[src/rtl/multi_digit_counter_pkg.sv]
// Shared types for the multi-digit modulo counter: digit field width, digit type,
// count direction and the load clamp helper.
package multi_digit_counter_pkg;

  localparam int DW = 4;

  typedef logic [DW-1:0] digit_t;

  typedef enum logic {
    DIR_DOWN = 1'b0,
    DIR_UP   = 1'b1
  } dir_e;

  // Loaded fields outside the digit range are pinned to the largest legal digit.
  function automatic digit_t clamp_digit(input digit_t v, input digit_t max_digit);
    return (v > max_digit) ? max_digit : v;
  endfunction

endpackage

[src/rtl/multi_digit_counter_digit.sv]
// One modulo-RADIX digit stage: registered digit plus a combinational terminal flag
// (digit at RADIX-1 when counting up, at 0 when counting down).
module counter_digit
  import multi_digit_counter_pkg::*;
#(
  parameter int RADIX = 10
) (
  input  logic   clk,
  input  logic   rst_n,
  input  logic   step,
  input  logic   up,
  input  logic   clear,
  input  logic   load,
  input  digit_t load_digit,
  output digit_t digit,
  output logic   terminal
);

  localparam digit_t MAX_DIGIT = digit_t'(RADIX - 1);

  digit_t digit_reg;
  digit_t digit_next;
  dir_e   dir;

  assign dir = dir_e'(up);

  always_comb begin
    digit_next = digit_reg;
    if (clear) begin
      digit_next = '0;
    end else if (load) begin
      digit_next = clamp_digit(load_digit, MAX_DIGIT);
    end else if (step) begin
      if (dir == DIR_UP) begin
        digit_next = (digit_reg == MAX_DIGIT) ? '0 : digit_reg + 4'd1;
      end else begin
        digit_next = (digit_reg == '0) ? MAX_DIGIT : digit_reg - 4'd1;
      end
    end
  end

  always_ff @(posedge clk or negedge rst_n) begin
    if (!rst_n) begin
      digit_reg <= '0;
    end else begin
      digit_reg <= digit_next;
    end
  end

  assign digit    = digit_reg;
  assign terminal = (dir == DIR_UP) ? (digit_reg == MAX_DIGIT) : (digit_reg == '0);

endmodule

[src/rtl/multi_digit_counter.sv]
// Cascaded modulo counter with up/down, clear, wrap/saturate and combinational overflow.
// Optional parallel load is enabled by defining MULTI_DIGIT_COUNTER_LOAD_EN.
module multi_digit_counter
  import multi_digit_counter_pkg::*;
#(
  parameter int DIGITS = 4,
  parameter int RADIX  = 10,
  parameter int WRAP   = 1
) (
  input  logic                 clk,
  input  logic                 rst_n,
  input  logic                 enabled,
  input  logic                 up,
  input  logic                 clear,
`ifdef MULTI_DIGIT_COUNTER_LOAD_EN
  input  logic                 load,
  input  logic [DIGITS*DW-1:0] load_value,
`endif
  output logic [DIGITS*DW-1:0] value,
  output logic                 overflow,
  output logic                 at_limit
);

  logic                 load_i;
  logic [DIGITS*DW-1:0] load_value_i;
  logic [DIGITS-1:0]    terminal;
  logic [DIGITS-1:0]    carry;
  logic                 accept;

`ifdef MULTI_DIGIT_COUNTER_LOAD_EN
  assign load_i       = load;
  assign load_value_i = load_value;
`else
  assign load_i       = 1'b0;
  assign load_value_i = '0;
`endif

  assign at_limit = &terminal;
  assign accept   = enabled & ~clear & ~load_i;
  assign overflow = accept & at_limit;

  genvar gi;
  generate
    for (gi = 0; gi < DIGITS; gi++) begin : g_digit
      if (gi == 0) begin : g_first
        // In saturate mode a step at the range end is swallowed so the count holds.
        assign carry[0] = accept & ((WRAP != 0) | ~at_limit);
      end else begin : g_chain
        assign carry[gi] = carry[gi-1] & terminal[gi-1];
      end

      counter_digit #(
        .RADIX(RADIX)
      ) u_digit (
        .clk        (clk),
        .rst_n      (rst_n),
        .step       (carry[gi]),
        .up         (up),
        .clear      (clear),
        .load       (load_i),
        .load_digit (load_value_i[gi*DW +: DW]),
        .digit      (value[gi*DW +: DW]),
        .terminal   (terminal[gi])
      );
    end
  endgenerate

endmodule

[config.mk]
export PLATFORM = sky130hd
export DESIGN_NAME = multi_digit_counter
export DESIGN_NICKNAME = d
export VERILOG_FILES = /design/src/rtl/multi_digit_counter_pkg.sv /design/src/rtl/multi_digit_counter_digit.sv /design/src/rtl/multi_digit_counter.sv
export SDC_FILE = /design/constraint.sdc
export NUM_CORES = 1
export LEC_CHECK = 0
export ABC_AREA = 1
export CORE_UTILIZATION = 33
export DETAILED_ROUTE_END_ITERATION = 16
export RECOVER_POWER = 25
export SYNTH_ARGS = -nofsm -noshare
export SYNTH_HDL_FRONTEND = slang
export SYNTH_HIERARCHICAL = 1
export SYNTH_SLANG_ARGS = --single-unit
[constraint.sdc]
create_clock -name clk -period 3.1 [get_ports clk]
set_input_delay 0.465 -clock clk [delete_from_list [all_inputs] [get_ports clk]]
set_output_delay 0.465 -clock clk [all_outputs]
set_load 0.03 [all_outputs]
## Word-level counts from Yosys, hierarchy flattened

Index checks and enable logic that the tools add are counted.

| storage, ports and cells | value |
|---|---|
| flip-flop bits (word level) | 16 |
| latch bits | 0 |
| memory bits (writable) | 0 |
| ROM bits | 0 |
| bits of input ports | 5 |
| output and inout port bits | 18 |
| word-level logic and storage cells | 55 |
| memories kept | 0 |

| cells by class | value |
|---|---|
| add/subtract/negate cells | 8 |
| multiply operators | 0 |
| div/mod/pow operators | 0 |
| order comparisons | 0 |
| equality and inequality tests | 4 |
| shift-type cells | 0 |
| mux-type cells | 24 |
| bitwise operators | 6 |
| reduce and logical (&&, ||, !) cells | 9 |

Operator list:

| cell | number |
|---|---|
| 2-to-1 mux 4 bit | 20 |
| adder 4 x 1 -> 4 bit, second input constant | 4 |
| == test 4 bit, second input constant | 4 |
| zero test 4 bit | 4 |
| subtractor 4 x 1 -> 4 bit, second input constant | 4 |
| nonzero test 2 bit | 4 |
| bitwise AND 1 bit | 5 |
| 2-to-1 mux 1 bit | 4 |
| AND reduction 4 bit | 1 |
| inverter 1 bit | 1 |

## Logic depth before layout (Yosys ltp)

| depth | value |
|---|---|
| word-level depth | 7 |
| gate-level depth with buffers | 15 |
| mapped depth without buffers | 15 |

## Modules after synthesis

The synthesis kept the hierarchy.

Modules (own cells, without submodules):

| module | times used | cells each | area each (sq um) | seq. area each (sq um) |
|---|---|---|---|---|
| counter_digit | 4 | 62 | 360.3 | 100.1 |
| multi_digit_counter | 1 | 14 | 61.3 | 0.0 |

## Worst setup path after synthesis

No wires, ideal clock.

| path | value |
|---|---|
| kind | register to output |
| from | register g_digit[0].u_digit.digit_reg[0] |
| to | output overflow |
| arrival | 1.757 ns |
| data required time | 2.635 ns |
| path slack | 0.878 ns |
| cell stages (with the launch flop) | 8 |
| buffers on the path | 0 |
| path through | dfrtp_1 -> inv_1 -> nor2_1 -> nand2_1 -> nand2_1 -> a21boi_0 -> nand2_1 -> nor3_2 |

| on the way | value |
|---|---|
| longest elaborated chain between the ends | 4 |
| elaborated cells on any way between the ends | 5 |
| those cells by class | eq/ne: 1; mux: 1; bitwise: 1; reduce/logical: 2 |

Ends and longest elaborated chain:

| element | RTL line | text |
|---|---|---|
| start: declaration | multi_digit_counter_digit.sv:21 | `digit_t digit_reg;` |
| start signal: assignment | multi_digit_counter_digit.sv:46 | `digit_reg <= digit_next;` |
| == test 4 bit or zero test 4 bit (tied branches) | multi_digit_counter_digit.sv:51 | `assign terminal = (dir == DIR_UP) ? (digit_reg == MAX_DIGIT) : (digit_reg == '0);` |
| 2-to-1 mux 1 bit (*) | multi_digit_counter_digit.sv:51 |  |
| via terminal[0] | multi_digit_counter.sv:26 | `logic [DIGITS-1:0] terminal;` |
| AND reduction 4 bit (*) | multi_digit_counter.sv:38 | `assign at_limit = &terminal;` |
| bitwise AND 1 bit (*) | multi_digit_counter.sv:40 | `assign overflow = accept & at_limit;` |
| end: declaration | multi_digit_counter.sv:20 | `output logic overflow,` |

The timed path passes the listed nets; every way through them passes the cells marked *.

## Worst setup path after layout

| path | value |
|---|---|
| from | input up |
| to | output overflow |

| on the way | value |
|---|---|
| longest elaborated chain between the ends | 3 |
| elaborated cells on any way between the ends | 6 |
| those cells by class | mux: 4; bitwise: 1; reduce/logical: 1 |

Ends and longest elaborated chain:

| element | RTL line | text |
|---|---|---|
| start: declaration | multi_digit_counter.sv:13 | `input logic up,` |
| 2-to-1 mux 1 bit | multi_digit_counter_digit.sv:51 |  |
| via terminal[1] | multi_digit_counter.sv:26 |  |
| AND reduction 4 bit | multi_digit_counter.sv:38 |  |
| bitwise AND 1 bit | multi_digit_counter.sv:40 |  |

The timed path passes the listed nets, and every way through them passes these cells.

==> run summary <==
Worst setup path
- type of the setup path with the least slack: input pin to output pin
- arrival time of the worst setup path: 2.09 ns
- top fanout value on the critical path: 11
- crit end category: output pin
- Data required, critical path: 2.63 ns
- critical path launch point type: input pin

Power and ir drop
- switching power summed over all nets: 0.3064 mW
- internal power: 0.4535 mW
- post-layout total power: 0.7599 mW
- total leakage power: 1.052 nW
- share of total power in sequential cells: 35.3%
- share of total power consumed by net switching: 40.32%
- power density cells: 377.2 nW/um2
- Gate power share: 39.3%
- share of power burned in the clock network: 25.4%
- Peak supply drop: 0.2521 mV

Clock network
- H-Tree Level Count: 1
- clock latency of the later-clocked register in the worst-skew pair: 0.26 ns
- root buffer cell: sky130_fd_sc_hd__clkbuf_8
- Inserted Clock Buffers: 3
- buffers from clock root to sink, at most: 2
- CTS tree: done
- count of cells resized by post-cts repair: 0
- Clock transition at path regs: 0.06 ns
- buffer count from post-CTS setup fixing: 0
- number of sinks driven by the clock tree: 16
- hold bufs inserted after CTS: 0

Yosys
- Synth cell types: 15
- Warnings, synthesis: 6
- post-synthesis instance total: 262
- average cell area after synthesis: 5.735 um2
- portion of the post-synthesis area used by sequential elements: 26.64%
- area of the mapped netlist: 1503 um2
- register bit count reported by yosys: 16

Drt
- detail-routed net length per standard cell: 9.655 um
- sum of routed wire length over all layers: 3717 um
- Via-to-Cell Ratio: 4.486
- Post-DRT Antenna Nets: 0
- DRC violations left: 0
- number of vias in the routed layout: 1727
- TritonRoute pass-1 iters: 4
- Iter 0 DRT Violations: 114

Floorplan
- I/O pin count: 23
- full die area: 4827 um2
- initial standard-cell utilization of the core: 34.51%
- horizontal die dimension: 69.48 um
- Die Height: 69.48 um
- Floorplan Core Area: 4354 um2
- Rows: 24

Timing
- slack of the critical path: 0.5402 ns
- transition at the pin with the smallest max-transition slack: 0.8303 ns
- setup_tns: 0 ns
- Clock Skew: 0.01145 ns
- slew margin rel.: 44.47%
- portion of the clock cycle consumed by the worst path in the final layout: 82.57%
- total setup violations reported at the end of the flow: 0
- shortest period the worst path allows: 2.560 ns
- highest clock frequency the design can meet: 390.7 MHz
- RSZ-0062 raised after global routing: no
- final hold vios: 0
- number of slew-limit violations in the final report: 0

Run status
- status: complete, no violations

GRT
- vias in the first global route: 1559
- pin count of the biggest net entering global routing: 17
- number of antenna violations at the first check in global routing: 0
- residual overflow from global routing: 0
- global-route total usage across every layer: 16.63%
- first-pass GRT wire length: 6713 um

Final layout
- ratio of cells with drive above 1 in the final layout: 8.709%
- number of antenna repair diodes: 0
- synth-to-layout area growth: 34.05%
- Largest register FFs: 16
- number of filler cells placed in the layout: 485
- count of nets after finishing: 339

Placed design
- number of buffers added on ports: 22
- last weighted congestion value of the routability-driven placer: 0.7913
- worst setup timing slack at the placement stage: 0.5427 ns
- detailed placer's ending HPWL: 2917 um

Min path
- hold crit path type: register to register

Run
- number of max-capacitance violations reported: 0

## power groups by stage
stage	sequential (mW)	combinational [mW]	clock [mW]
3_5_place_dp	0.272	0.295	0
3_3_place_gp	0.272	0.296	0
2_1_floorplan	0.306	0.164	0
5_1_grt	0.273	0.338	0.213
6_report	0.268	0.299	0.193
4_1_cts	0.268	0.297	0.200
## stage by stage
step           std cells  utilization [%]  hold WS, ns  area [um2]
5_1_grt              385            46.26       0.6496        2014
6_report             385            46.26       0.5990        2014
3_5_place_dp         381            45.00       0.5913        1959
4_1_cts              385            46.26       0.6122        2014
2_1_floorplan        305                -       0.1694        1664
3_3_place_gp         381            45.00       0.5865        1959
## final timing paths
path / start / end / slack [ns] / cells after the start
min in group asynchronous: rst_n / g_digit[1].u_digit/digit[0]$_DFFE_PN0P_ / 0.75 / 1
worst min-delay path: g_digit[3].u_digit/digit[3]$_DFFE_PN0P_ / g_digit[3].u_digit/digit[3]$_DFFE_PN0P_ / 0.60 / 2
max in group asynchronous: rst_n / g_digit[0].u_digit/digit[1]$_DFFE_PN0P_ / 1.83 / 1
worst max-delay path: up / overflow / 0.54 / 7
worst min register to register: g_digit[3].u_digit/digit[3]$_DFFE_PN0P_ / g_digit[3].u_digit/digit[3]$_DFFE_PN0P_ / 0.60 / 2
worst max register to register: g_digit[0].u_digit/digit[0]$_DFFE_PN0P_ / g_digit[3].u_digit/digit[3]$_DFFE_PN0P_ / 0.99 / 15
## layout by cell type (no fill, tap or decap), types with 4 or more instances in the layout
master | synthesis | final
sky130_fd_sc_hd__a21boi_0 | 4 | 4
sky130_fd_sc_hd__a21oi_1 | 8 | 8
sky130_fd_sc_hd__buf_4 | 0 | 4
sky130_fd_sc_hd__clkbuf_8 | 0 | 4
sky130_fd_sc_hd__clkdlybuf4s50_1 | 0 | 19
sky130_fd_sc_hd__conb_1 | 1 | 44
sky130_fd_sc_hd__dfrtp_1 | 16 | 16
sky130_fd_sc_hd__inv_1 | 29 | 29
sky130_fd_sc_hd__inv_2 | 12 | 12
sky130_fd_sc_hd__nand2_1 | 91 | 91
sky130_fd_sc_hd__nand2_2 | 4 | 4
sky130_fd_sc_hd__nand3_1 | 36 | 36
sky130_fd_sc_hd__nand4_1 | 5 | 5
sky130_fd_sc_hd__nor2_1 | 27 | 27
sky130_fd_sc_hd__nor2_4 | 4 | 4
sky130_fd_sc_hd__o211ai_1 | 8 | 8
sky130_fd_sc_hd__o21ai_0 | 16 | 16
## logic make-up (layout without fill, tap and decap cells)
family,after synthesis,after routing,synth area share (%)
flops,16,16,26.64
other cells,1,44,0.2496
compound gates,36,36,13.99
simple gates,168,168,48.88
buf+inv,41,69,10.24
## Yosys cell counts
cell | instances | share of area, %
sky130_fd_sc_hd__nand2_1 | 91 | 23
sky130_fd_sc_hd__nand3_1 | 36 | 12
sky130_fd_sc_hd__inv_1 | 29 | 7.2
sky130_fd_sc_hd__nor2_1 | 27 | 6.7
sky130_fd_sc_hd__dfrtp_1 | 16 | 27
sky130_fd_sc_hd__o21ai_0 | 16 | 5.3
sky130_fd_sc_hd__inv_2 | 12 | 3.0
sky130_fd_sc_hd__a21oi_1 | 8 | 2.7
sky130_fd_sc_hd__o211ai_1 | 8 | 4.0
sky130_fd_sc_hd__nand4_1 | 5 | 2.1
sky130_fd_sc_hd__a21boi_0 | 4 | 2.0
sky130_fd_sc_hd__nand2_2 | 4 | 1.7
sky130_fd_sc_hd__nor2_4 | 4 | 3.0
sky130_fd_sc_hd__conb_1 | 1 | 0.25
sky130_fd_sc_hd__nor3_2 | 1 | 0.67
## worst max-delay path: stages
cell	delay (ns)
sky130_fd_sc_hd__clkdlybuf4s50_1	0.59
sky130_fd_sc_hd__buf_4	0.22
sky130_fd_sc_hd__inv_1	0.09
sky130_fd_sc_hd__a21boi_0	0.23
sky130_fd_sc_hd__nand2_1	0.12
sky130_fd_sc_hd__nor3_2	0.20
sky130_fd_sc_hd__buf_4	0.18
## per-layer routing
layer  share of wire, %  vias to the layer above  GRT usage [%]
met4                  0                        0          1.134
met1                 52                      744          23.87
met3                4.6                        0          4.070
met5                  0                        -              0
li1                   -                      945              -
met2                 44                       38          26.32
## area by class of cell
type,count,area [um2],share of cell area (%)
Sequential cell,16,400.4,19.88
Multi-Input combinational cell,248,1110,55.09
Clock buffer,4,55.05,2.733
Timing Repair Buffer,24,230.2,11.43
Tap cell,52,65.06,3.230
Inverter,41,153.9,7.640
(Power assumes the default switching activity.)
